`src/rtl/alu_pkg.sv`:
```
// alu_pkg: ALU control operation codes and execute-unit FSM states shared with ALU control.
package alu_pkg;
  localparam logic [3:0] ADD = 4'b0010;
  localparam logic [3:0] SUB = 4'b0110;
  localparam logic [3:0] AND = 4'b0000;
  localparam logic [3:0] OR  = 4'b0001;
  localparam logic [3:0] BLT = 4'b1110;
  localparam logic [3:0] MUL = 4'b1000;
  typedef enum logic [0:0] {
    ST_IDLE = 1'b0,
    ST_MUL  = 1'b1
  } alu_state_e;
endpackage

```
`src/rtl/alu_mul_seq.sv`:
```
// alu_mul_seq: iterative shift-add multiplier, one partial product per step, low WIDTH bits kept.
module alu_mul_seq #(
  parameter int WIDTH = 64
) (
  input  logic             clk,
  input  logic             reset_n,
  input  logic             i_load,
  input  logic             i_step,
  input  logic [WIDTH-1:0] i_a,
  input  logic [WIDTH-1:0] i_b,
  output logic             o_last,
  output logic [WIDTH-1:0] o_acc_next
);
  localparam int CW = WIDTH > 1 ? $clog2(WIDTH) : 1;
  logic [WIDTH-1:0] r_mcand, r_mplier, r_acc;
  logic [CW-1:0]    r_count;
  // o_acc_next already includes the current step, so the final product is visible on the last step
  assign o_acc_next = r_mplier[0] ? r_acc + r_mcand : r_acc;
  assign o_last     = r_count == CW'(WIDTH - 1);
  always_ff @(posedge clk or negedge reset_n) begin
    if (!reset_n) begin
      r_mcand  <= '0;
      r_mplier <= '0;
      r_acc    <= '0;
      r_count  <= '0;
    end else if (i_load) begin
      r_mcand  <= i_a;
      r_mplier <= i_b;
      r_acc    <= '0;
      r_count  <= '0;
    end else if (i_step) begin
      r_acc    <= o_acc_next;
      r_mcand  <= r_mcand << 1;
      r_mplier <= r_mplier >> 1;
      r_count  <= r_count + CW'(1);
    end
  end
endmodule

```
`src/rtl/alu_exec_unit.sv`:
```
// alu_exec_unit: registered execute-stage ALU with start/ready/done handshake.
// Define ALU_MUL_EN to build in the WIDTH-cycle shift-add multiplier for code 1000.
module alu_exec_unit
  import alu_pkg::*;
#(
  parameter int WIDTH = 64
) (
  input  logic             clk,
  input  logic             reset_n,
  input  logic             start,
  input  logic [3:0]       operation,
  input  logic [WIDTH-1:0] a,
  input  logic [WIDTH-1:0] b,
  output logic             ready,
  output logic             done,
  output logic [WIDTH-1:0] result,
  output logic             zero
);
  logic             w_accept, w_lt, w_zero, w_load, w_fin, r_done, r_zero;
  logic [WIDTH-1:0] w_res, w_prod, r_result;
  assign w_accept = start & ready;
  assign w_lt     = $signed(a) < $signed(b);
  // blt reports through zero so the branch unit uses one flag for beq and blt
  always_comb begin
    w_res  = operation == ADD ? a + b :
             operation == SUB ? a - b :
             operation == AND ? a & b :
             operation == OR  ? a | b :
             operation == BLT ? {{(WIDTH-1){1'b0}}, w_lt} : '0;
    w_zero = operation == BLT ? w_lt : w_res == '0;
  end
`ifdef ALU_MUL_EN
  alu_state_e r_state;
  logic       w_last;
  assign ready  = r_state == ST_IDLE;
  assign w_load = w_accept & (operation == MUL);
  assign w_fin  = (r_state == ST_MUL) & w_last;
  alu_mul_seq #(.WIDTH(WIDTH)) u_mul (
    .clk       (clk),
    .reset_n   (reset_n),
    .i_load    (w_load),
    .i_step    (r_state == ST_MUL),
    .i_a       (a),
    .i_b       (b),
    .o_last    (w_last),
    .o_acc_next(w_prod)
  );
  always_ff @(posedge clk or negedge reset_n) begin
    if (!reset_n) r_state <= ST_IDLE;
    else r_state <= w_load ? ST_MUL : w_fin ? ST_IDLE : r_state;
  end
`else
  assign ready  = 1'b1;
  assign w_load = 1'b0;
  assign w_fin  = 1'b0;
  assign w_prod = '0;
`endif
  always_ff @(posedge clk or negedge reset_n) begin
    if (!reset_n) begin
      r_done   <= 1'b0;
      r_result <= '0;
      r_zero   <= 1'b0;
    end else begin
      r_done <= w_fin | (w_accept & ~w_load);
      if (w_fin) begin
        r_result <= w_prod;
        r_zero   <= w_prod == '0;
      end else if (w_accept & ~w_load) begin
        r_result <= w_res;
        r_zero   <= w_zero;
      end
    end
  end
  assign done   = r_done;
  assign result = r_result;
  assign zero   = r_zero;
endmodule
```
`config.mk`:
```
export PLATFORM = sky130hd
export DESIGN_NAME = alu_exec_unit
export DESIGN_NICKNAME = d
export VERILOG_FILES = /design/src/rtl/alu_pkg.sv /design/src/rtl/alu_mul_seq.sv /design/src/rtl/alu_exec_unit.sv
export SDC_FILE = /design/constraint.sdc
export NUM_CORES = 1
export LEC_CHECK = 0
export ABC_AREA = 1
export BUFFER_PORTS_ARGS = -buffer_cell sky130_fd_sc_hd__buf_2
export CAP_MARGIN = 20
export CORE_ASPECT_RATIO = 0.9
export CORE_UTILIZATION = 40
export DETAILED_ROUTE_END_ITERATION = 12
export GPL_ROUTABILITY_DRIVEN = 1
export GPL_TIMING_DRIVEN = 0
export PLACE_DENSITY = 0.66
export SYNTH_ARGS = -nofsm -noshare
export SYNTH_HDL_FRONTEND = slang
export SYNTH_SLANG_ARGS = --single-unit
```
`constraint.sdc`:
```
create_clock -name clk -period 0.8 [get_ports clk]
set_input_delay 0.16 -clock clk [delete_from_list [all_inputs] [get_ports clk]]
set_output_delay 0.16 -clock clk [all_outputs]
set_load 0.02 [all_outputs]
```
==> impl_results.md <==
* Status: finished, violations left
* Failing checks: hold timing, setup timing
* Clock tree buffer depth at 2
* Pre-antenna DRT Iters at 7
* Aggregate global-route resource usage at 0.375
* Crit. End Element: flop
* Synth Net Count at 3,811
* Power per cell area at 985 nW/um^2
* CTS buffer count at 9
* Routability Congestion at 1.10
* Worst slew pin tran at 0.822 ns
* Die height at 202 um
* Clock Latency Late Sink at 0.33 ns
* Crit path DAT at 2.81 ns
* Pin count of the biggest net entering global routing at 67
* Slew Limit Fails at 0
* Crit share post-route at 3.19
* Synth area leader: nand2_1
* Setup WS post-layout at -1.75 ns
* Register area share after synthesis at 0.0929
* Main flop type after synthesis: dfrtp_1
* Max-cap viol count at 0
* Post-DRT Antenna Nets at 0
* Fin Hold WS at -0.0898 ns
* Yosys reg bits at 66
* Inst Count DP at 4,274
* Net count, final at 4,242
* Area of the core at 43,400 um^2
* IO Port Bufs at 200
* Min cycle time layout at 2.55 ns
* Cell area after synthesis at 17,800 um^2
* First-pass GRT wire length at 127,000 um
* Slew headroom at 0.452
* Final core occ at 0.658
* Final Setup Violations at 131
* Wl on met1 at 37,200 um
* Worst-case vdd ir drop at 1.04 mV
* CTS tree: done
* Iteration-0 DRC Markers at 2,716
* Synth area leaders: nand2_1 (29%), inv_1 (17%), ha_1 (14%)
* R2R setup slack at 0 ns
* Grt ovf at 0
* Initial core utilization at 0.409
* Dpl hpwl at 70,900 um
* Share of layout cells above drive strength 1 at 0.455
* Row cnt at 72
* Hold buffers post-CTS at 1
* Synth cell types at 40
* Routed len/inst at 19.8 um
* Clk sink count at 66
* Vias per inst at 5.27
* Reg2Reg Depth at 3
* Die area at 45,300 um^2
* Fin. Hold Viols at 66
* Most instantiated cells after synthesis: nand2_1 (1,378), inv_1 (805), nor2_1 (250)
* Syn_area_per_cell at 5.11 um^2
* Max Used Layer: met4
* Critical path required time at 1.06 ns
* Post-synth EDFFs at 0
* Clk slew on worst S/H paths at 0.06 ns
* Via count at 23,800
* Top cell type's share of synthesized area at 0.291
* Clock Skew at 0 ns
* Vias in the first global route at 21,500
* WL met3 at 11,700 um
* Critical path type: in2reg
* Crit path launch type: input pin
* Met2 wire len at 36,900 um
* Gate count of the mapped netlist at 3,482
* Remaining DRCs at 0
* F_max at 0.392 GHz
* Hold Crit Class: in2async
* H-tree Lvls at 3
* Layout area overhead at 60.6%
* Initial antenna violation count at 5
* RSZ-0062 raised after global routing: true
* Clk root buf: clkbuf_16
* Worst Path Max Fanout at 3
* Leak Pwr at 15.6 nW
* Die width at 224 um
* DRT Wirelength at 89,500 um
* Async S/R FF share, synth at 1.00
* Layout Cells excl Fill at 4,516
* Most frequent cell after synthesis: nand2_1
* I/O pin count at 202
* Syn. warnings at 0
==> repair_timing <==
item,CTS,global route
setup buffers,175,89
endpoints found under the hold margin,67,10
gates cloned,1,0
endpoints found under the setup margin,131,131
gates resized for setup,966,602
pin swaps,217,289
==> logic make-up after synthesis <==
family,Yosys count,share of synthesized area
simple gates,2015,0.470
buf+inv,909,0.205
compound gates,280,0.0855
fa+ha+maj,194,0.137
flops,66,0.0929
xor+xnor,17,0.00837
other cells,1,0.000211
==> layer usage <==
metal / vias to the layer above / global-route usage
met5: - / 0
met4: 0 / 0.132
met3: 227 / 0.0927
met2: 1363 / 0.550
met1: 10900 / 0.529
li1: 11300 / -
==> area by class of cell <==
type	instances	area [um^2]
clock inverters	3	46.3
inverters	819	3280
flip-flops and latches	66	1650
repair buffers	457	4050
plain buffers	53	505
multi-input cells	2507	18000
well taps	592	741
clock buffers	13	270
diodes	6	15.0
fillers	4011	14900
==> sequential cells by signal (all words and copies together), names as in the netlist <==
name	cells
done	1
result	64
zero	1
==> final timing paths <==
path                                    from          to
worst max-delay path                    a[0]        zero
worst min-delay path                 reset_n  result[16]
worst max register to register    result[35]  result[35]
worst min register to register    result[22]  result[22]
max in group asynchronous            reset_n  result[58]
min in group clk                operation[3]        zero
==> stage by stage <==
| stage | power, mW | worst slack [ns] | area (um^2) | setup TNS [ns] | hold WS (ns) |
|---|---|---|---|---|---|
| floorplan | 12.9 | -1.40 | 19400 | -55.03 | -0.136 |
| global placement | 17.3 | -2.65 | 21200 | -156.17 | 0.281 |
| detailed placement | 17.3 | -2.63 | 21200 | -114.52 | 0.282 |
| CTS | 25.1 | -1.64 | 25800 | -78.21 | -0.0542 |
| global route | 29.4 | -1.88 | 28500 | -91.84 | -0.00521 |
| finish | 28.1 | -1.75 | 28600 | -85.64 | -0.0898 |
==> placed cells by master (no fill, tap or decap), drive strengths merged <==
| cell type | count |
|---|---|
| o21bai | 10 |
| clkdlybuf4s15 | 3 |
| xnor2 | 1 |
| conb | 1 |
| ha | 192 |
| clkinvlp | 13 |
| o2111ai | 3 |
| nand4 | 39 |
| o22ai | 42 |
| bufinv | 1 |
| o221ai | 5 |
| clkinv | 3 |
| nand2 | 1388 |
| inv | 805 |
| a31oi | 4 |
| nand3 | 225 |
| nor2 | 308 |
| o21ai | 78 |
| or3b | 1 |
| dlygate4sd3 | 1 |
| fa | 2 |
| a2111oi | 1 |
| nor3 | 26 |
| a22oi | 1 |
| or2 | 4 |
| nor4 | 1 |
| xor2 | 16 |
| diode | 6 |
| a21oi | 136 |
| dfrtp | 66 |
| and2 | 1 |
| nand3b | 22 |
| buf | 480 |
| clkbuf | 39 |
==> critical path: stages <==
cell,delay [ns]
buf_12,0.10
inv_12,0.03
ha_4,0.16
fa_2,0.40
inv_2,0.12
nand2_2,0.08
nand2_4,0.11
nand2_4,0.06
nand2_4,0.11
nand2_4,0.07
nand3_4,0.11
buf_4,0.14
nand2_4,0.05
nand3_2,0.05
nand2_1,0.06
nand3_2,0.09
nand3_4,0.13
nor2_1,0.17
nand2_1,0.09
nor2_1,0.11
nand2_1,0.10
nor2_2,0.10
nand3_1,0.07
a21oi_1,0.12
==> report_power, final <==
part / switching, mW / internal (mW)
clock network: 1.45 / 2.67
registers: 0.234 / 3.63
logic: 12.5 / 7.67
total: 14.2 / 14.0
Power figures use the tool's default switching activity.
